File: config.mk
export PLATFORM = sky130hd
export DESIGN_NAME = simon_iter_ctrl
export DESIGN_NICKNAME = d
export VERILOG_FILES = /design/src/rtl/simon_iter_ctrl.sv
export SDC_FILE = /design/constraint.sdc
export NUM_CORES = 1
export LEC_CHECK = 0
export ABC_AREA = 1
export CAP_MARGIN = 40
export CELL_PAD_IN_SITES_DETAIL_PLACEMENT = 0
export CELL_PAD_IN_SITES_GLOBAL_PLACEMENT = 1
export CORE_UTILIZATION = 33
export CTS_CLUSTER_DIAMETER = 120
export CTS_CLUSTER_SIZE = 24
export DETAILED_ROUTE_END_ITERATION = 10
export GPL_ROUTABILITY_DRIVEN = 0
export PLACE_DENSITY_LB_ADDON = 0.1
export SYNTH_ARGS = -nofsm -noshare
export SYNTH_HDL_FRONTEND = slang
export SYNTH_SLANG_ARGS = --single-unit
export TNS_END_PERCENT = 20
File: constraint.sdc
create_clock -name clk -period 1.3 [get_ports clk]
set_input_delay 0.13 -clock clk [delete_from_list [all_inputs] [get_ports clk]]
set_output_delay 0.13 -clock clk [all_outputs]
set_load 0.1 [all_outputs]
File: src/rtl/simon_iter_ctrl.sv
// simon_iter_ctrl: iterative Simon 32/64 encryption engine.
// Runs one Feistel round per clock and derives each round key on the fly
// from a four-word sliding key window. Drop-in replacement for the flat
// combinational cipher core: it trades latency for area.
//
// Ports
//   clk        rising-edge clock
//   rst        asynchronous active-low reset
//   in_valid   plaintext/keytext valid
//   in_ready   engine idle and able to accept a block
//   plaintext  [31:16]=x, [15:0]=y
//   keytext    [63:48]=k3, [47:32]=k2, [31:16]=k1, [15:0]=k0
//   out_valid  ciphertext valid (held until consumed)
//   out_ready  consumer accepts ciphertext
//   ciphertext {x,y} after the last round
//   busy       rounds in progress
module simon_iter_ctrl #(
  parameter int unsigned ROUNDS = 32
) (
  input  logic        clk,
  input  logic        rst,
  input  logic        in_valid,
  output logic        in_ready,
  input  logic [31:0] plaintext,
  input  logic [63:0] keytext,
  output logic        out_valid,
  input  logic        out_ready,
  output logic [31:0] ciphertext,
  output logic        busy
);

  typedef enum logic [1:0] {
    IDLE,
    RUN,
    DONE
  } state_t;

  // z0 sequence, leftmost bit is z0[0]; only the first 32 entries are used.
  localparam logic [0:31] Z0      = 32'b11111010001001010110000111001101;
  localparam logic [4:0]  LAST_RC = 5'(ROUNDS - 1);

  state_t      state_q, state_d;
  logic [15:0] x_q, x_d;
  logic [15:0] y_q, y_d;
  logic [15:0] kr_q [4];
  logic [15:0] kr_d [4];
  logic [4:0]  rc_q, rc_d;

  logic [15:0] f_x;
  logic [15:0] t;
  logic [15:0] k_new;

  // Round function and next key word, computed from the current registers.
  always_comb begin
    f_x   = ({x_q[14:0], x_q[15]} & {x_q[7:0], x_q[15:8]}) ^ {x_q[13:0], x_q[15:14]};
    t     = {kr_q[3][2:0], kr_q[3][15:3]} ^ kr_q[1];
    k_new = 16'hFFFC ^ {15'd0, Z0[rc_q]} ^ kr_q[0] ^ t ^ {t[0], t[15:1]};
  end

  always_comb begin
    state_d = state_q;
    x_d     = x_q;
    y_d     = y_q;
    rc_d    = rc_q;
    for (int unsigned i = 0; i < 4; i++) begin
      kr_d[i] = kr_q[i];
    end

    unique case (state_q)
      IDLE: begin
        if (in_valid) begin
          x_d     = plaintext[31:16];
          y_d     = plaintext[15:0];
          kr_d[0] = keytext[15:0];
          kr_d[1] = keytext[31:16];
          kr_d[2] = keytext[47:32];
          kr_d[3] = keytext[63:48];
          rc_d    = '0;
          state_d = RUN;
        end
      end
      RUN: begin
        x_d     = y_q ^ f_x ^ kr_q[0];
        y_d     = x_q;
        kr_d[0] = kr_q[1];
        kr_d[1] = kr_q[2];
        kr_d[2] = kr_q[3];
        kr_d[3] = k_new;
        rc_d    = rc_q + 5'd1;
        if (rc_q == LAST_RC) begin
          state_d = DONE;
        end
      end
      DONE: begin
        if (out_ready) begin
          state_d = IDLE;
        end
      end
      default: state_d = IDLE;
    endcase
  end

  always_ff @(posedge clk or negedge rst) begin
    if (!rst) begin
      state_q <= IDLE;
      x_q     <= '0;
      y_q     <= '0;
      rc_q    <= '0;
      for (int unsigned i = 0; i < 4; i++) begin
        kr_q[i] <= '0;
      end
    end else begin
      state_q <= state_d;
      x_q     <= x_d;
      y_q     <= y_d;
      rc_q    <= rc_d;
      for (int unsigned i = 0; i < 4; i++) begin
        kr_q[i] <= kr_d[i];
      end
    end
  end

  // All handshake outputs come straight from the state register.
  assign in_ready   = (state_q == IDLE);
  assign out_valid  = (state_q == DONE);
  assign busy       = (state_q == RUN);
  assign ciphertext = {x_q, y_q};

endmodule

After elaboration in Yosys (flattened, before gate mapping). Memories as Yosys holds them, arrays and structs flattened. Cells that the tools add are included. W data, S select, Z words.

Register bits after elaboration: 103. Latch bits: 0. Memories: 1. Output and inout port bits: 35. Bits of input ports: 100. Word-level logic and storage cells: 44. ROM bits: 32. RAM bits: 0.

Memories: (name not given) (depth 32, width 1, read ports 1, clocked after memory_dff 0, write ports 0, line 57) `k_new = 16'hFFFC ^ {15'd0, Z0[rc_q]} ^ kr_q[0] ^ t ^ {t[0], t[15:1]};`.

Reductions and logical operators: 4. Divide/modulo/power cells: 0. Eq/ne operators: 6. Shift operators: 0. Bitwise gates (word level): 9. Magnitude comparators: 1. Multipliers: 0. Muxes and demuxes: 14. Add/subtract/negate cells: 1.

Operators by type and width (number): $pmux W64 S2 (1); $xor A16 B16 Y16 (7); $mux W64 (1); $pmux W16 S2 (2); $mux W16 (2); $and A16 B16 Y16 (1); $pmux W5 S2 (1); $ge A6 B6 Y1 const B (1); $mux W2 (3); $not A5 Y6 (1); $pmux W2 S3 (1); $add A5 B1 Y5 const B (1); $eq A5 B5 Y1 const B (1); $mux W5 (1); $ne A2 B1 Y1 const B (2); $reduce_and A3 Y1 (1); $eq A2 B1 Y1 const B (1); $eq A2 B2 Y1 const B (1); $logic_not A2 Y1 (1); $mux W1 (2); $ne A2 B2 Y1 const B (1); $reduce_and A2 Y1 (1); $reduce_bool A2 Y1 (1).

Depth between registers and ports, before layout. Gate-level depths: netlist of the first run.

Depth after elaboration: 8. Mapped depth: 13. Depth with buffers taken out: 13.

Worst setup path before layout of the first run. Ideal clock, no wire load.

Path kind: reg2out. From: register state_q[0]. To: output port in_ready. Data arrival time: 1.976 ns. Required time: 1.170 ns. Cell stages (with the launch flop): 4. Slack: -0.806 ns. Path buffers: 2. Cell sequence: dfrtp_1 > buf_4 > clkbuf_1 > nor2_1.

Cells in the longest elaborated chain, start to end: 1.

Ends and longest elaborated chain: from (decl) (line 42) `state_t state_q, state_d;`; from (signal assigned) (line 113) `state_q <= state_d;`; $logic_not A2 Y1 (line 124) `assign in_ready = (state_q == IDLE);`; to (decl) (line 23) `output logic in_ready,`.

No other way between the ends.

Final worst setup path of the first run.
From: register state_q[1]. To: output port busy.

Cells in the longest elaborated chain, start to end: 1.

Ends and longest elaborated chain: $eq A2 B1 Y1 (line 126) `assign busy = (state_q == RUN);`; to (decl) (line 29) `output logic busy`.

No other way between the ends.

==> results of run 1 <==
==> per-stage QoR <==
step                      utilization, %  std cells  hold slack [ns]  setup slack (ns)  instance area [um2]
after floorplan                        -        816           -0.166           -0.0697                 6110
after global placement              46.9       1195           0.0955            -0.253                 8390
after detailed placement            46.9       1195           0.0917            -0.278                 8390
after CTS                           50.5       1223            0.272            -0.170                 9040
after global routing                53.3       1237            0.284            -0.216                 9530
final                               53.3       1237            0.260            -0.172                 9530
==> how the worst max path moves through the flow <==
stage	start	end	slack, ns	depth (start not counted)
floorplan	x_q[0]	x_q[1]	-0.07	4
global placement	in_valid	kr_q[58]	-0.25	6
detailed placement	in_valid	x_q[2]	-0.28	7
CTS	state_q[1]	busy	-0.17	5
global route	state_q[1]	busy	-0.22	5
finish	state_q[1]	busy	-0.17	5
==> registers in the layout (all words and copies together) (netlist names) <==
register  count
kr_q         64
x_q          16
y_q          16
rc_q          5
state_q       2
==> worst reg2reg max path: cells and delay by family, from the launching register on <==
| kind | cells | cell delay, ns |
|---|---|---|
| buf+inv | 1 | 0.15 |
| flops | 1 | 0.47 |
| simple gates | 10 | 0.56 |
| fa+ha+maj | 1 | 0.15 |
==> routing by layer <==
metal | wire length (um) | share of wire [%] | vias up
li1 | - | - | 3041
met1 | 9850 | 46 | 3026
met2 | 9980 | 46 | 212
met3 | 1140 | 5.3 | 33
met4 | 536 | 2.5 | 0
met5 | 0 | 0 | -
==> synth_stat cells <==
cell type / count
nand2_1: 228
o21ai_0: 113
dfrtp_1: 103
inv_1: 72
nor2_1: 64
xor2_1: 49
nand3_1: 44
o22ai_1: 28
a21oi_1: 24
o21ai_1: 20
o211ai_1: 17
clkbuf_1: 16
buf_2: 14
buf_6: 4
ha_1: 4
buf_4: 3
xnor2_1: 3
buf_1: 2
inv_4: 2
inv_2: 1
nand2_2: 1
nand2_4: 1
nand4_1: 1
nor2_2: 1
o31ai_1: 1
==> cell families (layout without fill, tap and decap cells) <==
kind of cell	count (synthesis)	after routing	synth area share, %
compound gates	203	203	18.2
xor+xnor	52	52	7.57
fa+ha+maj	4	4	0.832
buf+inv	114	306	8.17
flops	103	103	42.8
simple gates	340	340	22.4
==> repair_timing <==
item / in CTS / in global routing
cloned: 2 / 5
setup buffers: 9 / 9
endpoints found under the setup margin: 108 / 111
resized for setup: 56 / 142
hold buffers: 1 / 0
pin swaps: 12 / 25
hold endpoints to repair: 25 / 0
==> final cells by class <==
class,count,area share (%)
well taps,229,3.01
inverters,75,3.11
clock buffers,11,2.65
multi-input cells,599,34.3
flip-flops and latches,103,27.8
clock inverters,5,0.591
repair buffers,215,28.5
==> flow_summary_export.csv, run 1 <==
group,metric,value,unit
run_status,status,"complete, but fails checks",
run_status,violations,"setup timing",
grt,grt_pass1_vias,6074,
timing,rsz0062_at_grt,"true",
timing,tightest_slew,0.411,ns
critical_path,crit_path_max_incr_delay,0.40,ns
detailed_routing,drc,0,
finish,final-seq-area,2650,um2
timing,fin_crit_sh,113,%
critical_path,worst-path-buf-inv,4,
critical_path,cpLargestDelayFamily,"buffers and inverters",
floorplanning,num_io_pins,135,
critical_path,r2r_cells,12,
critical_path,reg2reg_to,"kr_q[0]",
synthesis,synth_area_leaders,"dfrtp_1 (43%), nand2_1 (14%), o21ai_0 (9.4%)",
floorplanning,die-area,18800,um2
timing,fin_crit,1.47,ns
finish,syn_to_final_growth,58.5,%
floorplanning,core_area,17900,um2
synthesis,ys_warn_count,0,
clocking,clk_latency,0.35,ns
synthesis,ys_ff_latch,103,
placement,hpwl,14900,um
detailed_routing,drtIter0Drc,386,
placement,port_buffers,134,
floorplanning,rows,49,
grt,grtUsageTotal,22.9,%
floorplanning,floorplan.initialDensity,33.6,%
synthesis,synth_top_area_cell,"dfrtp_1",
critical_path,cp.arrival,1.34,ns
clocking,cts_tree,"built",
finish,nNetsFinal,1107,
detailed_routing,num_vias,6312,
synthesis,yosysSeqAreaShare,42.8,%
grt,use_met2,36.7,%
critical_path,critPathLaunchType,"register",
run,cap_viol_max_count,0,
grt,grt_pass1_wl,32500,um
detailed_routing,wl_per_cell,17.4,um
grt,top_usage_layer,"met2",
critical_path,cp_cell_sequence,"inv_2 -> nand2_4 -> inv_8 -> buf_8 -> buf_12",
synthesis,syn_area,6020,um2
clocking,clock_path_buffers,2,
timing,fmaxAchievable,679,MHz
grt,grt_max_degree,36,
grt,gr-total-overflow,0,
timing,fin_ws,-0.172,ns
grt,antenna_found_initial,0,
clocking,h-tree-depth,3,
timing,slew_violations,0,
critical_path,cp.required,1.17,ns
critical_path,slowest_stage,"dfrtp_1",
timing,tns,-3.61,ns
finish,num_antenna_cells,0,
timing,clock_skew,0.00864,ns
clocking,clkSinkCount,103,
critical_path,cp-end-kind,"primary output",
finish,drive_gt1_share,23.6,%
synthesis,syn_avg_cell_area,7.37,um2
worst_hold_path,hold_path.class,"input pin to async pin",
detailed_routing,antenna_left,0,
detailed_routing,drt-vias-per-instance,5.10,
critical_path,reg2reg_slack,-0.13,ns
synthesis,netlist-cell-type-count,25,
clocking,cts-root-buf,"clkbuf_16",
finish,multi_input_area,3270,um2
timing,hold_viol,0,
timing,maxSlewHeadroom,72.6,%
detailed_routing,first_pass_iters,5,
clocking,numCtsBuffers,9,
finish,nFillCells,1658,
synthesis,synth_top_area_share,42.8,%
floorplanning,die_h,137,um
clocking,clk_pin_slew,0.07,ns
critical_path,cp_max_fo,4,
floorplanning,fp.dieW,137,um
synthesis,syn_inst,816,
grt,grt_use_met3,3.15,%
finish,layout_common_cells,"nand2_1 (221), clkdlybuf4s50_1 (98), o21ai_1 (72)",
critical_path,r2r-start,"rc_q[1]",
detailed_routing,wl,21500,um
critical_path,path_class,"register to primary output",
timing,setup_viol,80,
finish,final_common_cell,"nand2_1",
grt,use_met1,31.0,%
synthesis,synth_nets,920,
Power of run 1 is left out: the tool's default activity adds up to more than one toggle a clock period on the data nets, which glitch-free logic cannot reach.
==> run 2, diff against run 1 <==
--- a/config.mk
+++ b/config.mk
@@ -5,11 +5,10 @@
 export SDC_FILE = /design/constraint.sdc
 export NUM_CORES = 1
 export LEC_CHECK = 0
-export ABC_AREA = 1
-export CAP_MARGIN = 40
+export CAP_MARGIN = 20
 export CELL_PAD_IN_SITES_DETAIL_PLACEMENT = 0
 export CELL_PAD_IN_SITES_GLOBAL_PLACEMENT = 1
-export CORE_UTILIZATION = 33
+export CORE_UTILIZATION = 34
 export CTS_CLUSTER_DIAMETER = 120
 export CTS_CLUSTER_SIZE = 24
 export DETAILED_ROUTE_END_ITERATION = 10
==> run 2 against run 1 <==
Effect of this change:
- largest cell class unchanged
- the run still ends with setup timing left
- non-clock buffer count is 57 higher
- final cell count decreased by 14%
- area after synthesis fell by 6.3%
- sequential cell count is the same
==> flow_summary_export.csv, run 2 <==
group,metric,value,unit
power,p_switching,14700,uW
placement,hpwl,14300,um
grt,use_met2,44.0,%
finish,utilization,62.9,%
timing,hold_viol,0,
clocking,clk_latency,0.36,ns
critical_path,path_class,"register to register",
timing,timing.hold.ws,0.230,ns
critical_path,r2r_cells,4,
detailed_routing,num_vias,5770,
grt,antenna_found_initial,0,
timing,clock_skew,0.00875,ns
critical_path,cp.arrival,2.03,ns
synthesis,yosys_most_used_dff,"dfrtp_1",
timing,maxSlewHeadroom,67.6,%
clocking,numCtsBuffers,9,
clocking,cts_tree,"built",
detailed_routing,drc,0,
synthesis,synth_top_area_cell,"dfrtp_1",
detailed_routing,first_pass_iters,5,
synthesis,synth_commonest_cells,"dfrtp_1 (103), nand2_1 (103), xnor2_1 (70)",
power,pwr-share-comb,67.6,%
grt,grt_max_degree,49,
power,internal_power,17900,uW
grt,grt_pass1_wl,33600,um
timing,fin_ws,-0.486,ns
timing,setup_viol,113,
finish,nNetsFinal,951,
synthesis,netlist-cell-type-count,32,
critical_path,cp-end-kind,"register",
finish,final-seq-area,2660,um2
timing,fmaxAchievable,560,MHz
floorplanning,floorplan.initialDensity,35.1,%
grt,grtUsageTotal,26.6,%
detailed_routing,wl,22200,um
floorplanning,rows,46,
synthesis,syn_avg_cell_area,9.22,um2
finish,syn_to_final_growth,79.3,%
power,power.density,3230,nW/um2
power,ir_worst_vdd,1.63,mV
clocking,cts-root-buf,"clkbuf_16",
synthesis,synth_nets,715,
floorplanning,die-area,17100,um2
critical_path,critPathLaunchType,"register",
timing,tightest_slew,0.486,ns
finish,nFillCells,1234,
timing,fin_crit,1.79,ns
grt,grt_use_met3,3.62,%
clocking,clk_pin_slew,0.07,ns
timing,tns,-14.38,ns
synthesis,synthArstFlopShare,100,%
finish,layout_common_cells,"clkdlybuf4s50_1 (98), dfrtp_1 (78), buf_4 (71)",
grt,top_usage_layer,"met2",
placement,port_buffers,134,
placement,dp.cells,1011,
synthesis,syn_inst,611,
floorplanning,die_h,131,um
run_status,status,"complete, but fails checks",
run,cap_viol_max_count,0,
grt,grt_pass1_vias,5920,
finish,largest_reg_flops,64,
grt,gr-total-overflow,0,
finish,reg_top3,"kr_q (64), x_q (16), y_q (16)",
power,switching_share,45.1,%
finish,fin_cells,1068,
grt,use_met1,35.4,%
floorplanning,core_area,16100,um2
finish,num_antenna_cells,0,
critical_path,cp.required,1.55,ns
detailed_routing,antenna_left,0,
synthesis,syn_area,5640,um2
synthesis,ys_warn_count,0,
finish,final_common_cell,"clkdlybuf4s50_1",
clocking,h-tree-depth,3,
detailed_routing,wl_per_cell,20.8,um
synthesis,synth_area_leaders,"dfrtp_1 (46%), xnor2_1 (11%), nand2_1 (6.9%)",
power,power_leakage,0.00412,uW
timing,fin_crit_sh,137,%
floorplanning,fp.dieW,131,um
finish,regMostFlops,"kr_q",
finish,drive_gt1_share,40.8,%
power,clkPwrFrac,9.2,%
synthesis,synth_top_area_share,45.7,%
clocking,clock_path_buffers,2,
synthesis,yosysSeqAreaShare,45.7,%
timing,slew_violations,0,
placement,dp_slack,-0.513,ns
clocking,clkSinkCount,103,
detailed_routing,drtIter0Drc,427,
timing,rsz0062_at_grt,"true",
power,seqPwrFrac,23.2,%
synthesis,ys_ff_latch,103,
critical_path,cp_max_fo,2,
synthesis,synth_edf_count,0,
finish,multi_input_area,3500,um2
run_status,violations,"setup timing",
floorplanning,num_io_pins,135,
detailed_routing,drt-vias-per-instance,5.40,
critical_path,reg2reg_slack,-0.49,ns
worst_hold_path,hold_path.class,"input pin to async pin",
[run 2: changes by cell type after synthesis, moves of 20 or more]
cell	delta
a21oi_1	+27
xnor2_1	+67
clkbuf_1	+20
inv_1	-70
xor2_1	-25
a22oi_1	+48
o21ai_0	-113
o21ai_1	+32
nand3_1	-43
nand2_1	-125
o22ai_1	+20
nor2_1	-59
[run 2: final cells by class]
type                       count  area share [%]
timing repair buffer         272            32.8
multi-input combinational    456            34.7
inverter                       5           0.211
tap                          216            2.67
clock buffer                  14            2.91
clock inverter                 2           0.347
sequential                   103            26.4
[run 2: worst max-delay path: stages, from the launching register on]
cell	delay, ns
dfrtp_1	0.41
xor2_2	0.22
xor3_1	0.35
or4_1	0.50
a31o_1	0.19
[run 2: metal layers]
| metal | vias up | wire, um |
|---|---|---|
| li1 | 2648 | - |
| met1 | 2859 | 9720 |
| met2 | 225 | 10700 |
| met3 | 38 | 1140 |
| met4 | 0 | 591 |
| met5 | - | 0 |
[run 2: power groups by stage]
stage	clock, uW	sequential, uW	combinational, uW
after floorplan	0	10500	8930
after CTS	3060	7440	20900
final	3020	7570	22000
after global placement	0	7320	18900
after detailed placement	0	7370	19200
after global routing	3190	7770	23400
[run 2: cells by family (layout without fill, tap and decap cells)]
logic type | Yosys count | after routing | synth area share [%]
buf+inv | 52 | 293 | 3.57
fa+ha+maj | 4 | 4 | 0.888
flops | 103 | 103 | 45.7
xor+xnor | 95 | 95 | 15.0
compound gates | 223 | 223 | 24.5
simple gates | 131 | 131 | 9.77
mux | 3 | 3 | 0.533
[run 2: final timing paths]
kind / from / end
max: kr_q[3] / kr_q[0]
min: rst / x_q[12]
max reg2reg: kr_q[3] / kr_q[0]
min reg2reg: kr_q[22] / kr_q[22]
max in group asynchronous: rst / kr_q[37]
min in group clk: out_ready / state_q[1]
[run 2: per-stage QoR]
stage	total power, uW	instance area [um2]
6_report	32600	10100
2_1_floorplan	19500	5810
3_3_place_gp	26300	8400
3_5_place_dp	26600	8400
4_1_cts	31400	9630
5_1_grt	34400	10100
[run 2: timing repair]
action | in CTS | in global routing
hold buffers | 1 | 0
pin swaps | 84 | 32
resized for setup | 98 | 111
setup buffers | 26 | 5
endpoints found under the setup margin | 117 | 122
cloned | 10 | 4
hold endpoints to repair | 29 | 0
Note: power is estimated with default switching activity, not from simulation.
